[config.mk]
export PLATFORM = sky130hd
export DESIGN_NAME = corr_count_multi
export DESIGN_NICKNAME = d
export VERILOG_FILES = /design/src/rtl/corr_pkg.sv /design/src/rtl/corr_weight_gen.sv /design/src/rtl/logdropWindow.sv /design/src/rtl/corr_count_multi.sv
export SDC_FILE = /design/constraint.sdc
export NUM_CORES = 2
export LEC_CHECK = 0
export ABC_AREA = 1
export CAP_MARGIN = 20
export CORE_MARGIN = 5
export CORE_UTILIZATION = 25
export CTS_CLUSTER_DIAMETER = 50
export CTS_CLUSTER_SIZE = 25
export DETAILED_ROUTE_END_ITERATION = 10
export GPL_ROUTABILITY_DRIVEN = 0
export REMOVE_ABC_BUFFERS = 1
export SLEW_MARGIN = 20
export SYNTH_ARGS = -nofsm -noshare
export SYNTH_HDL_FRONTEND = slang
export SYNTH_SLANG_ARGS = --single-unit
[constraint.sdc]
create_clock -name i_clk -period 11.2 [get_ports i_clk]
set_input_delay 2.24 -clock i_clk [delete_from_list [all_inputs] [get_ports i_clk]]
set_output_delay 2.24 -clock i_clk [all_outputs]
set_load 0.1 [all_outputs]
[src/rtl/corr_pkg.sv]
// rtl/corr_pkg.sv - shared types and helpers for the windowed correlation counter
package corr_pkg;

    typedef enum logic [0:0] {
        SHAPE_RECT    = 1'b0,
        SHAPE_LOGDROP = 1'b1
    } shape_t;

    // Counter width: a full rectangular window sums to exactly half of full scale.
    function automatic int counter_w(input int time_w, input int incr_w);
        return time_w + incr_w - 1;
    endfunction

    // LSB position of channel k inside a flattened per-channel bus.
    function automatic int ch_lsb(input int k, input int w);
        return k * w;
    endfunction

endpackage

[src/rtl/corr_weight_gen.sv]
// rtl/corr_weight_gen.sv - window timer, config latches and registered sample weight
module corr_weight_gen
    import corr_pkg::*;
#(
    parameter  int INCR_W    = 16,
    parameter  int TIME_W    = 8,
    localparam int COUNTER_W = counter_w(TIME_W, INCR_W),
    localparam int EW        = $clog2(TIME_W + 1)
) (
    input  logic                 i_clk,
    input  logic                 i_rst_n,
    input  logic                 i_cg,
    input  logic [EW-1:0]        i_windowLengthExp,
    input  logic                 i_windowShape,
    input  logic                 i_restart,
    output logic [TIME_W-1:0]    o_t,
    output logic                 o_valid,
    output logic                 o_last,
    output logic [COUNTER_W-1:0] o_w
);

    localparam logic [INCR_W-1:0] LD_ONE = INCR_W'(1) << (INCR_W - 1);

    logic [TIME_W-1:0]    t_q, t_d;
    logic [EW-1:0]        e_q, e_d, e_in, e_eff, sh;
    shape_t               shape_q, shape_d, shape_eff;
    logic                 s1_valid_q, s1_valid_d;
    logic                 last_q, last_d;
    logic [COUNTER_W-1:0] w_q, w_d, rect_w, ld_w;
    logic [TIME_W-1:0]    len_mask, ld_t;
    logic [INCR_W-1:0]    ld_out;
    logic                 active;

    logdropWindow #(
        .DATA_W (INCR_W),
        .WINLEN (2 ** TIME_W)
    ) u_logdrop (
        .i_t (ld_t),
        .i_x (LD_ONE),
        .o_y (ld_out)
    );

    // Window config comes straight from the inputs at t==0, otherwise from the latches.
    always_comb begin
        e_in      = (i_windowLengthExp > EW'(TIME_W)) ? EW'(TIME_W) : i_windowLengthExp;
        e_eff     = (t_q == '0) ? e_in : e_q;
        shape_eff = (t_q == '0) ? shape_t'(i_windowShape) : shape_q;
        sh        = EW'(TIME_W) - e_eff;
        len_mask  = ~({TIME_W{1'b1}} << e_eff);
        active    = (e_eff != '0);
        ld_t      = t_q << sh;
        rect_w    = COUNTER_W'(1) << (int'(sh) + INCR_W - 2);
        ld_w      = COUNTER_W'(ld_out) << sh;
        w_d       = (shape_eff == SHAPE_LOGDROP) ? ld_w : rect_w;
        last_d    = (t_q == len_mask);
        e_d       = i_restart ? e_in : e_eff;
        shape_d   = i_restart ? shape_t'(i_windowShape) : shape_eff;
        s1_valid_d = active && !i_restart;
        if (i_restart || !active || last_d) begin
            t_d = '0;
        end else begin
            t_d = t_q + TIME_W'(1);
        end
    end

    // Timer, config latches and the stage-1 weight/last/valid registers.
    always_ff @(posedge i_clk or negedge i_rst_n) begin
        if (!i_rst_n) begin
            t_q        <= '0;
            e_q        <= '0;
            shape_q    <= SHAPE_RECT;
            s1_valid_q <= 1'b0;
            last_q     <= 1'b0;
            w_q        <= '0;
        end else if (i_cg) begin
            t_q        <= t_d;
            e_q        <= e_d;
            shape_q    <= shape_d;
            s1_valid_q <= s1_valid_d;
            last_q     <= last_d;
            w_q        <= w_d;
        end
    end

    assign o_t     = t_q;
    assign o_valid = s1_valid_q;
    assign o_last  = last_q;
    assign o_w     = w_q;

    a_w_onehot0: assert property (@(posedge i_clk) disable iff (!i_rst_n) $onehot0(w_q));

endmodule

[src/rtl/logdropWindow.sv]
// rtl/logdropWindow.sv - halves the input once per leading one of the window time
module logdropWindow #(
    parameter  int DATA_W = 16,
    parameter  int WINLEN = 256,
    localparam int TW     = $clog2(WINLEN),
    localparam int NW     = $clog2(TW + 1)
) (
    input  logic [TW-1:0]     i_t,
    input  logic [DATA_W-1:0] i_x,
    output logic [DATA_W-1:0] o_y
);

    logic [NW-1:0] n_lead;
    logic          run;

    // Count leading ones of the time: first half full weight, then each
    // successive remaining half of the window drops the weight by 2x.
    always_comb begin
        n_lead = '0;
        run    = 1'b1;
        for (int i = TW - 1; i >= 0; i--) begin
            if (run && i_t[i]) begin
                n_lead = n_lead + NW'(1);
            end else begin
                run = 1'b0;
            end
        end
    end

    assign o_y = i_x >> n_lead;

endmodule

[src/rtl/corr_count_multi.sv]
// rtl/corr_count_multi.sv - N-channel windowed correlation counter with buffered results
module corr_count_multi
    import corr_pkg::*;
#(
    parameter  int N_CH      = 4,
    parameter  int INCR_W    = 16,
    parameter  int TIME_W    = 8,
    localparam int COUNTER_W = counter_w(TIME_W, INCR_W),
    localparam int EW        = $clog2(TIME_W + 1)
) (
    input  logic                      i_clk,
    input  logic                      i_rst_n,
    input  logic                      i_cg,
    input  logic [N_CH-1:0]           i_x,
    input  logic                      i_y,
    input  logic [EW-1:0]             i_windowLengthExp,
    input  logic                      i_windowShape,
    input  logic                      i_restart,
    output logic [TIME_W-1:0]         o_t,
    output logic                      o_valid,
    input  logic                      i_ready,
    output logic                      o_overrun,
    output logic [N_CH*COUNTER_W-1:0] o_countX,
    output logic [COUNTER_W-1:0]      o_countY,
    output logic [N_CH*COUNTER_W-1:0] o_countIsect,
    output logic [N_CH*COUNTER_W-1:0] o_countSymdiff
);

    logic                 s1_valid, s1_last;
    logic [COUNTER_W-1:0] w;
    logic [COUNTER_W:0]   w_ext;
    logic [N_CH-1:0]      x_q;
    logic                 y_q;
    logic                 clr, load, xfer;
    logic                 valid_q, valid_d, overrun_q, overrun_d;
    logic [3*N_CH:0]      carry;

    corr_weight_gen #(
        .INCR_W (INCR_W),
        .TIME_W (TIME_W)
    ) u_weight (
        .i_clk             (i_clk),
        .i_rst_n           (i_rst_n),
        .i_cg              (i_cg),
        .i_windowLengthExp (i_windowLengthExp),
        .i_windowShape     (i_windowShape),
        .i_restart         (i_restart),
        .o_t               (o_t),
        .o_valid           (s1_valid),
        .o_last            (s1_last),
        .o_w               (w)
    );

    // Stage-1 copy of the probe and reference bits, aligned with the weight.
    always_ff @(posedge i_clk or negedge i_rst_n) begin
        if (!i_rst_n) begin
            x_q <= '0;
            y_q <= 1'b0;
        end else if (i_cg) begin
            x_q <= i_x;
            y_q <= i_y;
        end
    end

    assign w_ext = {1'b0, w};
    assign clr   = i_restart || (s1_valid && s1_last);
    assign load  = s1_valid && s1_last && !i_restart;
    assign xfer  = valid_q && i_ready;

    for (genvar k = 0; k < N_CH; k++) begin : g_ch
        logic [COUNTER_W-1:0] cnt_x_q, cnt_i_q, cnt_s_q;
        logic [COUNTER_W-1:0] res_x_q, res_i_q, res_s_q;
        logic [COUNTER_W:0]   cnt_x_d, cnt_i_d, cnt_s_d;

        // Stage-2 accumulate: add the weight to each counter whose condition holds.
        always_comb begin
            cnt_x_d = {1'b0, cnt_x_q} + ((s1_valid && x_q[k]) ? w_ext : '0);
            cnt_i_d = {1'b0, cnt_i_q} + ((s1_valid && x_q[k] && y_q) ? w_ext : '0);
            cnt_s_d = {1'b0, cnt_s_q} + ((s1_valid && (x_q[k] ^ y_q)) ? w_ext : '0);
        end

        // Counters clear at window end/restart; results capture the final next-values.
        always_ff @(posedge i_clk or negedge i_rst_n) begin
            if (!i_rst_n) begin
                cnt_x_q <= '0;
                cnt_i_q <= '0;
                cnt_s_q <= '0;
                res_x_q <= '0;
                res_i_q <= '0;
                res_s_q <= '0;
            end else if (i_cg) begin
                if (clr) begin
                    cnt_x_q <= '0;
                    cnt_i_q <= '0;
                    cnt_s_q <= '0;
                end else begin
                    cnt_x_q <= cnt_x_d[COUNTER_W-1:0];
                    cnt_i_q <= cnt_i_d[COUNTER_W-1:0];
                    cnt_s_q <= cnt_s_d[COUNTER_W-1:0];
                end
                if (load) begin
                    res_x_q <= cnt_x_d[COUNTER_W-1:0];
                    res_i_q <= cnt_i_d[COUNTER_W-1:0];
                    res_s_q <= cnt_s_d[COUNTER_W-1:0];
                end
            end
        end

        assign carry[3*k]     = cnt_x_d[COUNTER_W];
        assign carry[3*k + 1] = cnt_i_d[COUNTER_W];
        assign carry[3*k + 2] = cnt_s_d[COUNTER_W];

        assign o_countX[ch_lsb(k, COUNTER_W) +: COUNTER_W]       = res_x_q;
        assign o_countIsect[ch_lsb(k, COUNTER_W) +: COUNTER_W]   = res_i_q;
        assign o_countSymdiff[ch_lsb(k, COUNTER_W) +: COUNTER_W] = res_s_q;
    end

    logic [COUNTER_W-1:0] cnt_y_q, res_y_q;
    logic [COUNTER_W:0]   cnt_y_d;

    assign cnt_y_d          = {1'b0, cnt_y_q} + ((s1_valid && y_q) ? w_ext : '0);
    assign carry[3*N_CH]    = cnt_y_d[COUNTER_W];

    // Shared reference counter and its result register.
    always_ff @(posedge i_clk or negedge i_rst_n) begin
        if (!i_rst_n) begin
            cnt_y_q <= '0;
            res_y_q <= '0;
        end else if (i_cg) begin
            cnt_y_q <= clr ? '0 : cnt_y_d[COUNTER_W-1:0];
            if (load) begin
                res_y_q <= cnt_y_d[COUNTER_W-1:0];
            end
        end
    end

    assign o_countY = res_y_q;

    // Result handshake: a load overrides a pending transfer; overwriting an
    // unconsumed result flags overrun until the next transfer or clean load.
    always_comb begin
        valid_d   = load || (valid_q && !xfer);
        overrun_d = overrun_q;
        if (load) begin
            overrun_d = valid_q && !xfer;
        end else if (xfer) begin
            overrun_d = 1'b0;
        end
    end

    // Handshake state register, frozen along with everything else under clock gating.
    always_ff @(posedge i_clk or negedge i_rst_n) begin
        if (!i_rst_n) begin
            valid_q   <= 1'b0;
            overrun_q <= 1'b0;
        end else if (i_cg) begin
            valid_q   <= valid_d;
            overrun_q <= overrun_d;
        end
    end

    assign o_valid   = valid_q;
    assign o_overrun = overrun_q;

    a_no_carry: assert property (@(posedge i_clk) disable iff (!i_rst_n) i_cg |-> (carry == '0));

endmodule

==> flow_summary_export.csv <==
group,metric,value,unit
job,maxCapViolations,0,
global_route,overflow,0,
worst_setup_path,path_max_fanout,29,
floorplan,die-height,394,µm
worst_setup_path,crit_path_start_kind,"input port",
synthesis,synth-main-ff-cell,"dfrtp_1",
clocking,numCtsBuffers,99,
finish,drive_gt1_frac,0.0639,
timing,grt_setup_unrepaired,"no",
floorplan,io_pins,324,
placed_design,port_buffers,323,
timing,max_freq,114,MHz
timing,fin_skew,73.1,ps
clocking,htreeDepth,3,
placed_design,dp_cells,6566,
worst_setup_path,critPathSlowestCell,"ha_1",
clocking,post_cts_resized,0,
detailed_routing,wl_per_cell,19.3,µm
detailed_routing,first_iter_violations,2545,
worst_setup_path,crit_top_cell,"nand2_1",
pwr,irDropWorstVdd,0.000119,V
clocking,cts_buffer_depth,3,
worst_setup_path,cp.required,11840,ps
synthesis,syn-instance-count,4457,
clocking,clockRootBuffer,"clkbuf_16",
worst_setup_path,max_stage_delay,800,ps
synthesis,synth-compound-area-share,0.153,
synthesis,synth.mux.area_fraction,0,
floorplan,die-area,155000,µm²
synthesis,ys_seq_elements,643,
global_route,grt_pass1_vias,32000,
detailed_routing,ant_nets,0,
floorplan,fp-row-count,141,
global_route,grtUsageMet1,0.226,
synthesis,synthAdderAreaFrac,0.108,
clocking,ctsHoldBuffers,0,
synthesis,synthesis.area,36900,µm²
synthesis,synth.distinct_cells,50,
floorplan,start_util,0.250,
detailed_routing,via_per_inst,4.78,
timing,finalSetupViolCount,0,
detailed_routing,finalWirelength,130,mm
finish,fin_cells,6753,
global_route,met2_usage,0.253,
min_path,hp-class,"flop to flop",
timing,worst_pin_slew,1160,ps
synthesis,netlist.top_cell.by_area,"dfrtp_1",
synthesis,synth.top_cell.area_share,0.436,
min_path,worstHoldPathCells,2,
global_route,busiest_layer,"met2",
timing,post-route-min-period,8740,ps
timing,tns,0,ps
clocking,cts_tree,"done",
pwr,power.density,168,nW/µm²
worst_setup_path,cp.arrival,9380,ps
timing,max_slew_margin,0.223,
clocking,post_cts_buffers,0,
detailed_routing,num_vias,32300,
detailed_routing,drt_first_pass_iters,6,
synthesis,synth-xor-area-share,0.0688,
global_route,antenna_found_initial,9,
synthesis,yosysSeqAreaShare,0.436,
synthesis,yosys-top-cells-count,"nand2_1, o21ai_0, dfrtp_1, nor2_1, a21oi_1",
timing,finalHoldViolCount,0,
synthesis,synth_warnings,0,
synthesis,synthTopCellsByArea,"dfrtp_1, nand2_1, ha_1",
timing,min_period_over_period,0.780,
worst_setup_path,end_kind,"flop",
worst_setup_path,critical_path_class,"input port to flop",
timing,whs,471,ps
run_status,status,"complete, no violations",
worst_setup_path,rr_worst_depth,46,
global_route,use_met3,0.0368,
global_route,grt_pass1_wl,198,mm
clocking,clk_latency,740,ps
timing,slew_violations,0,
synthesis,syn_area_per_cell,8.28,µm²
clocking,path_clk_slew,50,ps
finish,area_growth,24.3,%
floorplan,die_x,394,µm
clocking,cts.sinks,643,
synthesis,synth.most_common_cell,"nand2_1",
synthesis,synthSimpleGateAreaFrac,0.186,
global_route,track_usage,0.164,
synthesis,synth_top_family_by_area,"simple AND/OR/NAND/NOR gates",
finish,fin_nets,5064,
global_route,grt_max_degree,199,
placed_design,place_hpwl,90.7,mm
pwr,cellLeakagePower,0.0209,µW
floorplan,core,147000,µm²
synthesis,synth_edf_count,0,
synthesis,ys_async_sr_fraction,1.00,
detailed_routing,drc,0,
kinds of logic after synthesis:
logic type | count (synthesis)
flops | 643
simple gates | 1681
xor+xnor | 290
fa+ha+maj | 312
compound gates | 1077
buf+inv | 454
flip-flops by register name, indices dropped and copies added, names as in the netlist:
name / cells
g_ch.res_x_q: 92
u_weight.e_q: 4
u_weight.o_valid: 1
y_q: 1
cnt_y_q: 23
u_weight.shape_q: 1
g_ch.cnt_i_q: 92
o_valid: 1
g_ch.res_i_q: 92
o_overrun: 1
u_weight.o_last: 1
o_countY: 23
g_ch.res_s_q: 92
u_weight.o_w: 23
g_ch.cnt_x_q: 92
x_q: 4
g_ch.cnt_s_q: 92
u_weight.o_t: 8
layout make-up:
type,count,area (µm²)
Fill cell,15300,101000
Multi-Input combinational cell,3360,19100
Sequential cell,643,16100
Timing Repair Buffer,377,3650
Clock buffer,109,2560
Tap cell,1930,2410
Clock inverter,77,1060
Inverter,256,980
Antenna cell,1,2.50
through the flow:
stage | power [µW] | util | cell area, µm² | worst slack [ps]
2_1_floorplan | 3710 | - | 36100 | -3940
3_3_place_gp | 4410 | 0.287 | 42200 | 1970
3_5_place_dp | 4420 | 0.287 | 42200 | 1860
4_1_cts | 7820 | 0.311 | 45900 | 2630
5_1_grt | 8060 | 0.311 | 45900 | 1860
6_report | 7710 | 0.311 | 45900 | 2460
power by group:
group | internal, µW | leakage [µW] | switching, µW
Clock | 1970 | 0.00174 | 1370
Sequential | 2440 | 0.00864 | 84.4
Combinational | 409 | 0.0105 | 1430
Total | 4820 | 0.0209 | 2890
path summary, 6_finish.rpt:
check / start / end / slack (ps)
setup / recovery: i_windowLengthExp[3] / u_weight.o_w[15]$_DFFE_PN0P_ / 2460
hold / removal: g_ch[3].res_x_q[2]$_DFFE_PN0P_ / g_ch[3].res_x_q[2]$_DFFE_PN0P_ / 470
setup reg to reg: u_weight.o_t[0]$_DFFE_PN0P_ / u_weight.o_w[15]$_DFFE_PN0P_ / 3530
hold reg to reg: g_ch[3].res_x_q[2]$_DFFE_PN0P_ / g_ch[3].res_x_q[2]$_DFFE_PN0P_ / 470
max in group asynchronous: i_rst_n / g_ch[3].cnt_s_q[17]$_DFFE_PN0P_ / 7350
min in group asynchronous: i_rst_n / g_ch[1].res_s_q[10]$_DFFE_PN0P_ / 1520
cell usage in the layout, fill, tap and decap left out, types with 142 or more instances in the layout:
master / instances
o21ai_0: 665
xnor2_1: 148
dfrtp_1: 643
nand2_1: 1017
inv_1: 238
a21oi_1: 302
clkdlybuf4s50_1: 308
nand3_1: 163
ha_1: 299
nor2_1: 408
xor2_1: 142
worst max-delay path, delay by kind of cell:
family	cells	cell delay [ps]
buffers and inverters	8	1580
and+or+nand+nor	27	3190
AOI/OAI and AO/OA	2	260
adders and majority gates	6	2090
layer usage:
metal  wire length, µm  vias to the layer above
li1                  -                    15500
met1             60300                    15600
met2             56500                      968
met3              9070                      208
met4              4380                        0
met5                 0                        -
Power figures use the tool's default switching activity.
